File: src/rtl/regfile_param_pkg.sv
// Shared definitions for the regfile_param slice: FSM state encodings,
// default geometry constants and a depth helper.
// Optional feature macro used by this slice: REGFILE_BYPASS_EN.
package regfile_param_pkg;

  localparam int RF_DATA_W_DEFAULT = 32;
  localparam int RF_ADDR_W_DEFAULT = 5;

  // INIT sweeps the array to zero after reset, RUN is normal operation
  typedef enum logic {
    RF_INIT = 1'b0,
    RF_RUN  = 1'b1
  } rf_state_e;

  // Number of architectural registers for a given address width
  function automatic int rf_depth(input int addr_w);
    return 1 << addr_w;
  endfunction

endpackage

File: src/rtl/regfile_init_ctrl.sv
// Post-reset clear sequencer for regfile_param. After reset it walks the
// register addresses 1..N-1, asking the parent to write zero to each one,
// then parks in RUN and raises init_done.
module regfile_init_ctrl
  import regfile_param_pkg::*;
#(
  parameter int ADDR_W = RF_ADDR_W_DEFAULT
) (
  input  logic              clk,
  input  logic              rst,
  output logic              init_done,
  output logic              clr_we,
  output logic [ADDR_W-1:0] clr_addr
);

  rf_state_e         state;
  rf_state_e         state_next;
  logic [ADDR_W-1:0] clr_cnt;
  logic [ADDR_W-1:0] clr_cnt_next;
  logic              done_next;

  // State, sweep counter and done flag; reset restarts the sweep at address 1
  always_ff @(posedge clk) begin
    if (rst) begin
      state     <= RF_INIT;
      clr_cnt   <= ADDR_W'(1);
      init_done <= 1'b0;
    end else begin
      state     <= state_next;
      clr_cnt   <= clr_cnt_next;
      init_done <= done_next;
    end
  end

  // Next-state logic: one clear per edge in INIT, leave on the last address
  always_comb begin
    state_next   = state;
    clr_cnt_next = clr_cnt;
    done_next    = init_done;
    clr_we       = 1'b0;
    case (state)
      RF_INIT: begin
        clr_we       = ~rst;
        clr_cnt_next = clr_cnt + ADDR_W'(1);
        if (clr_cnt == '1) begin
          state_next = RF_RUN;
          done_next  = 1'b1;
        end
      end
      RF_RUN: begin
        state_next = RF_RUN;
      end
      default: begin
        state_next = RF_INIT;
      end
    endcase
  end

  assign clr_addr = clr_cnt;

endmodule

File: src/rtl/regfile_param.sv
// Parameterised two-read / one-write general purpose register file with
// separate HI and LO registers. Address 0 always reads as zero. After reset
// the array is swept to zero by regfile_init_ctrl before user writes are
// accepted.
// Optional feature macro: REGFILE_BYPASS_EN enables same-cycle forwarding of
// write data to the read ports.
module regfile_param
  import regfile_param_pkg::*;
#(
  parameter int DATA_W = RF_DATA_W_DEFAULT,
  parameter int ADDR_W = RF_ADDR_W_DEFAULT
) (
  input  logic              clk,
  input  logic              rst,
  output logic              init_done,
  input  logic [ADDR_W-1:0] raddr1,
  input  logic [ADDR_W-1:0] raddr2,
  output logic [DATA_W-1:0] rdata1,
  output logic [DATA_W-1:0] rdata2,
  input  logic              we,
  input  logic [ADDR_W-1:0] waddr,
  input  logic [DATA_W-1:0] wdata,
  input  logic              hi_we,
  input  logic [DATA_W-1:0] hi_wdata,
  input  logic              lo_we,
  input  logic [DATA_W-1:0] lo_wdata,
  output logic [DATA_W-1:0] hi_rdata,
  output logic [DATA_W-1:0] lo_rdata
);

  localparam int DEPTH = rf_depth(ADDR_W);

  logic [DATA_W-1:0] mem [0:DEPTH-1];
  logic [DATA_W-1:0] hi_q;
  logic [DATA_W-1:0] lo_q;

  logic              clr_we;
  logic [ADDR_W-1:0] clr_addr;

  logic              user_req;
  logic              user_we;
  logic              arr_we;
  logic [ADDR_W-1:0] arr_addr;
  logic [DATA_W-1:0] arr_wdata;

  regfile_init_ctrl #(
    .ADDR_W (ADDR_W)
  ) u_init_ctrl (
    .clk       (clk),
    .rst       (rst),
    .init_done (init_done),
    .clr_we    (clr_we),
    .clr_addr  (clr_addr)
  );

  // A user write is only meaningful in RUN and never to the zero register
  assign user_req = init_done & we & (waddr != '0);
  assign user_we  = user_req & ~rst;

  // Single array write port: the clear sweep wins over user writes
  always_comb begin
    arr_we    = 1'b0;
    arr_addr  = '0;
    arr_wdata = '0;
    if (clr_we) begin
      arr_we    = 1'b1;
      arr_addr  = clr_addr;
      arr_wdata = '0;
    end else if (user_we) begin
      arr_we    = 1'b1;
      arr_addr  = waddr;
      arr_wdata = wdata;
    end
  end

  // GPR storage has no reset; only the sweep clears it
  always_ff @(posedge clk) begin
    if (arr_we) begin
      mem[arr_addr] <= arr_wdata;
    end
  end

  // HI/LO are written independently of the sweep and cleared by reset
  always_ff @(posedge clk) begin
    if (rst) begin
      hi_q <= '0;
      lo_q <= '0;
    end else begin
      if (hi_we) begin
        hi_q <= hi_wdata;
      end
      if (lo_we) begin
        lo_q <= lo_wdata;
      end
    end
  end

  // Read port 1: zero register and uninitialised array both read as zero
  always_comb begin
    rdata1 = '0;
    if (init_done && (raddr1 != '0)) begin
      rdata1 = mem[raddr1];
    end
`ifdef REGFILE_BYPASS_EN
    if (user_req && (raddr1 == waddr)) begin
      rdata1 = wdata;
    end
`endif
  end

  // Read port 2: identical structure so equal addresses give equal data
  always_comb begin
    rdata2 = '0;
    if (init_done && (raddr2 != '0)) begin
      rdata2 = mem[raddr2];
    end
`ifdef REGFILE_BYPASS_EN
    if (user_req && (raddr2 == waddr)) begin
      rdata2 = wdata;
    end
`endif
  end

  // HI/LO read path, optionally forwarding the value being written
  always_comb begin
    hi_rdata = hi_q;
    lo_rdata = lo_q;
`ifdef REGFILE_BYPASS_EN
    if (hi_we) begin
      hi_rdata = hi_wdata;
    end
    if (lo_we) begin
      lo_rdata = lo_wdata;
    end
`endif
  end

endmodule

File: config.mk
export PLATFORM = sky130hd
export DESIGN_NAME = regfile_param
export DESIGN_NICKNAME = d
export VERILOG_FILES = /design/src/rtl/regfile_param_pkg.sv /design/src/rtl/regfile_init_ctrl.sv /design/src/rtl/regfile_param.sv
export SDC_FILE = /design/constraint.sdc
export NUM_CORES = 1
export LEC_CHECK = 0
export CORE_AREA = 5 5 544 277
export CTS_CLUSTER_DIAMETER = 50
export CTS_CLUSTER_SIZE = 16
export DETAILED_ROUTE_END_ITERATION = 10
export DIE_AREA = 0 0 549 282
export PLACE_DENSITY = 0.48
export SYNTH_ARGS = -nofsm -noshare
export SYNTH_HDL_FRONTEND = slang
export SYNTH_SLANG_ARGS = --single-unit
File: constraint.sdc
create_clock -name clk -period 8.85 [get_ports clk]
set_input_delay 1.77 -clock clk [delete_from_list [all_inputs] [get_ports clk]]
set_output_delay 1.77 -clock clk [all_outputs]
set_load 0.02 [all_outputs]
# Yosys cells after proc, flatten, opt, wreduce, memory -nomap -nowiden
# Memory sizes are Yosys's and may differ from the RTL's.
# Index checks and enable logic that the tools add are counted.
dict set report op_classes {
  n_addsub 1
  eq_ne 1
  mux 13
  bitwise 5
  reduce_logical 6
}
# operator count
set op_table {}
lappend op_table {{32-bit two-way mux} 4}
lappend op_table {{5-bit nonzero test} 3}
lappend op_table {{5-bit two-way mux} 2}
lappend op_table {{1-bit two-way mux} 6}
lappend op_table {{5-bit by 1-bit adder with 5-bit output, second input constant} 1}
lappend op_table {{5-bit equality test, second input constant} 1}
lappend op_table {{1-bit AND} 3}
lappend op_table {{1-bit logical AND} 2}
lappend op_table {{1-bit inverter} 2}
lappend op_table {{1-bit one-hot mux with 2 select lines} 1}
lappend op_table {{2-bit AND reduction} 1}
dict set report totals {
  regBits 71
  ram_bits 1024
  memories 1
}
# name words width read_ports rd_clocked_by_memory_dff wr line_no
set mem_list {}
lappend mem_list {mem 32 32 2 0 1 regfile_param.sv:33} ;# logic [DATA_W-1:0] mem [0:DEPTH-1];

# Logic depth before layout (Yosys ltp)
dict set report depth {
  word_depth 7
  depth_mapped 8
}

# Hierarchy
# Synthesis repeated with hierarchy kept, for this count alone.
dict set report hier_totals {
  hier_cells 3068
  area_unflattened_um2 50637.3
}
# mod n_inst cells_each area_per_inst_um2 seq_area_each_um2
set by_module_without_submodules {}
lappend by_module_without_submodules {regfile_param 1 3038 50327.0 32030.7}
lappend by_module_without_submodules {regfile_init_ctrl 1 30 310.3 140.1}

# Worst setup path after synthesis
# Ideal clock, no wire load.
dict set report synth_timing {
  path_type {input to register}
  start {input rst}
  end {memory mem[20][0] in the netlist's numbering (enable)}
  setup_ns 0.461
  t_arrival_ns 4.935
  slack_ns 3.454
  stages 5
  path_buffers 1
  cell_sequence {clkbuf_1 o21bai_1 a2111oi_0 o21ai_1 nor3_1}
}
dict set report synth_via {
  elab_chain_cells 6
  word_cells_on_any_way 9
  cone_classes {mux (7); bitwise (2)}
}
# element line_no
set synth_rtl {}
lappend synth_rtl {{start, declared} regfile_param.sv:14} ;# input logic rst,
lappend synth_rtl {{1-bit inverter (*)} {regfile_init_ctrl.sv:43, regfile_param.sv:58}}
lappend synth_rtl {{1-bit AND} regfile_param.sv:58} ;# assign user_we = user_req & ~rst;
lappend synth_rtl {{1-bit two-way mux} regfile_param.sv:69} ;# end else if (user_we) begin
lappend synth_rtl {{1-bit two-way mux} regfile_param.sv:65} ;# if (clr_we) begin
lappend synth_rtl {{1-bit two-way mux} regfile_param.sv:78} ;# if (arr_we) begin
lappend synth_rtl {{1-bit two-way mux (implied by the code)} regfile_param.sv:79} ;# mem[arr_addr] <= arr_wdata;
lappend synth_rtl {{end, declared} regfile_param.sv:33}
# Every way passes the cells marked *; elsewhere a longest branch is shown, timed or not.

# Worst setup path in the final report
dict set report layout_timing {
  start {input raddr1[4]}
  end {output rdata1[30]}
}
dict set report layout_via {
  elab_chain_cells 3
  word_cells_on_any_way 4
  cone_classes {mux (1); reduce/logical (2); memory (1)}
}
# element line_no
set layout_rtl {}
lappend layout_rtl {{start, declared} regfile_param.sv:16} ;# input logic [ADDR_W-1:0] raddr1,
lappend layout_rtl {{branches (longest 2 deep; another with memory read 32 x 32 bit)} n/a}
lappend layout_rtl {{32-bit two-way mux (*)} regfile_param.sv:101} ;# if (init_done && (raddr1 != '0)) begin
lappend layout_rtl {{end, declared} regfile_param.sv:18} ;# output logic [DATA_W-1:0] rdata1,
# Mark *: on every way between the ends.

==> results.tsv <==
stage	metric	value	unit
run_status	status	complete, no violations	
placement	IO buf count	244	
floorplan	Core Area	0.145	mm²
yosys	synthesized net count	3252	
sta	Achievable Freq	0.140	GHz
placement	hpwl dp	110000	µm
grt	total grt overflow	0	
grt	global-route wire length before repair	262000	µm
cts	postcts setup bufs	0	
yosys	EDFF count, synth	1024	
cts	clk slew on worst S/H paths	0.06	ns
floorplan	num rows	99	
floorplan	die height	282	µm
drt	Routed Antenna Nets	0	
yosys	flops & latches, synth	1095	
setup_path	Req. time, crit path	7.08	ns
yosys	FFs w/ async S/R, synth	0	%
job	Max Cap Viol	0	
layout	non-filler instance count after layout	5393	
cts	# resized after CTS	0	
min_path	worst min path class	reg2reg	
drt	routed len/inst	35.5	µm
setup_path	crit path kind	in2out	
sta	RSZ-0062 raised after global routing	false	
cts	CTS Hold Buffers Added	0	
sta	Final Hold Fails	0	
placement	placed instance count	5196	
power	VDD IR max	158	µV
setup_path	crit path DAT	5.35	ns
yosys	top_reg_cell synth	edfxtp_1	
cts	CTS HTree Levels	3	
cts	CTS root buf	clkbuf_16	
sta	Slew Limit Headroom	15.6	%
yosys	area leader, netlist	edfxtp_1	
layout	synthesis-to-layout area growth	16.7	%
drt	drt first pass iters	5	
cts	CTS tree	built	
yosys	Mapped Cells	3134	
yosys	Yosys top cell area share	60.9	%
drt	drt total wl	191000	µm
sta	Period minus WS final	7.12	ns
yosys	warnings from Yosys	0	
yosys	Post-Syn Area	0.0505	mm²
layout	layout cell share with drive strength beyond 1	18.0	%
sta	final setup fails	0	
sta	setup ws final	1.73	ns
cts	CTS buffer count	107	
floorplan	io pins	245	
sta	worst slew pin tran	1.26	ns
setup_path	crit start category	input port	
layout	fin nets	3454	
yosys	ranking of synthesized cells by area	edfxtp_1 (61%), mux2i_1 (12%), mux4_2 (11%)	
grt	vias in the first global route	32500	
floorplan	die footprint	0.155	mm²
yosys	Syn Area/Cell	16.1	µm²
drt	vias	32500	
setup_path	critical path peak fanout	27	
drt	initial drt markers	3670	
cts	Clock Latency Late Sink	0.75	ns
sta	Max Transition Viols Final	0	
floorplan	Starting Density	34.8	%
sta	Setup TNS Final	0	ns
grt	largest net degree at the start of global routing	89	
power	pwr/cell area	188	mW/mm²
sta	clock skew	0.0439	ns
grt	Tot GR Track Use	24.3	%
drt	Vias/cell	6.02	
layout	most frequent cells in the layout	edfxtp_1 (1,024), mux2i_1 (582), mux4_2 (254), clkdlybuf4s50_1 (235), a22oi_1 (202)	
placement	Setup WS pre-CTS	1.72	ns
yosys	sequential share of the synthesized area	63.7	%
drt	DRC	0	
cts	clock buffer depth	3	
power	LEAKAGE	18.1	nW
cts	total clock sinks	1095	
setup_path	nature of the critical path endpoint	primary output	
placement	GP Congestion	0.818	
layout	most common cell after layout, fill and taps aside	edfxtp_1	
sta	crit share post-route	80.5	%
yosys	post-synth cell types	46	
floorplan	Die Wd	549	µm
grt	initial antenna violation count	19	
worst paths after layout:
kind                                 startpoint                   endpoint  slack (ns)  cells after the start
max reg2reg  u_init_ctrl.init_done$_SDFFE_PP0P_       mem[7][23]$_DFFE_PP_        4.83                      6
min                   hi_rdata[30]$_SDFFE_PP0P_  hi_rdata[30]$_SDFFE_PP0P_        0.50                      2
max                                   raddr1[4]                 rdata1[30]        1.73                      7
min reg2reg           hi_rdata[30]$_SDFFE_PP0P_  hi_rdata[30]$_SDFFE_PP0P_        0.50                      2
registers in the layout, indices dropped and copies added (netlist names):
| name | flops |
|---|---|
| lo_rdata | 32 |
| hi_rdata | 32 |
| u_init_ctrl.init_done | 1 |
| u_init_ctrl.clr_addr | 5 |
| mem | 1024 |
| u_init_ctrl.state | 1 |
cell type report:
type	count	area, µm²
Fill cell	13100	86100
Sequential cell	1095	32200
Multi-Input combinational cell	1788	17400
Timing Repair Buffer	343	3290
Clock buffer	114	2740
Tap cell	1969	2460
Clock inverter	82	836
Inverter	1	3.75
Antenna cell	1	2.50
cell usage after synthesis (47+ instances only):
| master | instances |
|---|---|
| edfxtp_1 | 1024 |
| mux2i_1 | 582 |
| mux4_2 | 254 |
| a22oi_1 | 202 |
| nand3_1 | 152 |
| a21oi_1 | 126 |
| nand2_1 | 114 |
| nor2_1 | 103 |
| clkbuf_1 | 100 |
| buf_2 | 84 |
| dfxtp_1 | 71 |
| nand4_1 | 70 |
| buf_4 | 47 |
critical path: stages:
cell,delay (ns)
clkdlybuf4s50_1,0.60
nor3b_4,0.25
buf_4,0.55
nor3b_2,0.92
a22oi_1,0.32
nand4_1,0.27
clkdlybuf4s50_1,0.64
metrics by stage:
stage	hold slack, ns	utilization, %	power [mW]	cell area (µm²)
floorplan	0.494	-	6.18	50500
global placement	0.472	38.2	6.49	55400
detailed placement	0.483	38.2	6.49	55400
CTS	0.502	40.6	11.2	58900
global route	0.522	40.6	11.4	58900
finish	0.500	40.6	11.1	58900
routing by layer:
metal,part of all wire (%),vias to the layer above,track usage [%]
met3,8.9,324,5.10
li1,-,13200,-
met2,44,1613,37.6
met5,0.036,-,0
met4,3.7,10,8.13
met1,43,17400,34.2
power by group:
part	internal, mW	switching (mW)
combinational	0.281	0.432
sequential	5.64	0.0273
clock	2.45	2.28
kinds of logic after synthesis:
| logic type | after synthesis | share of synthesized area [%] |
|---|---|---|
| adders and majority gates | 2 | 0.0496 |
| buffers and inverters | 251 | 2.54 |
| xor gates and xnor gates | 2 | 0.0347 |
| DFF | 1095 | 63.7 |
| muxes | 837 | 22.9 |
| AOI/OAI and AO/OA | 401 | 5.37 |
| and+or+nand+nor | 546 | 5.40 |
Power figures use the tool's default switching activity.
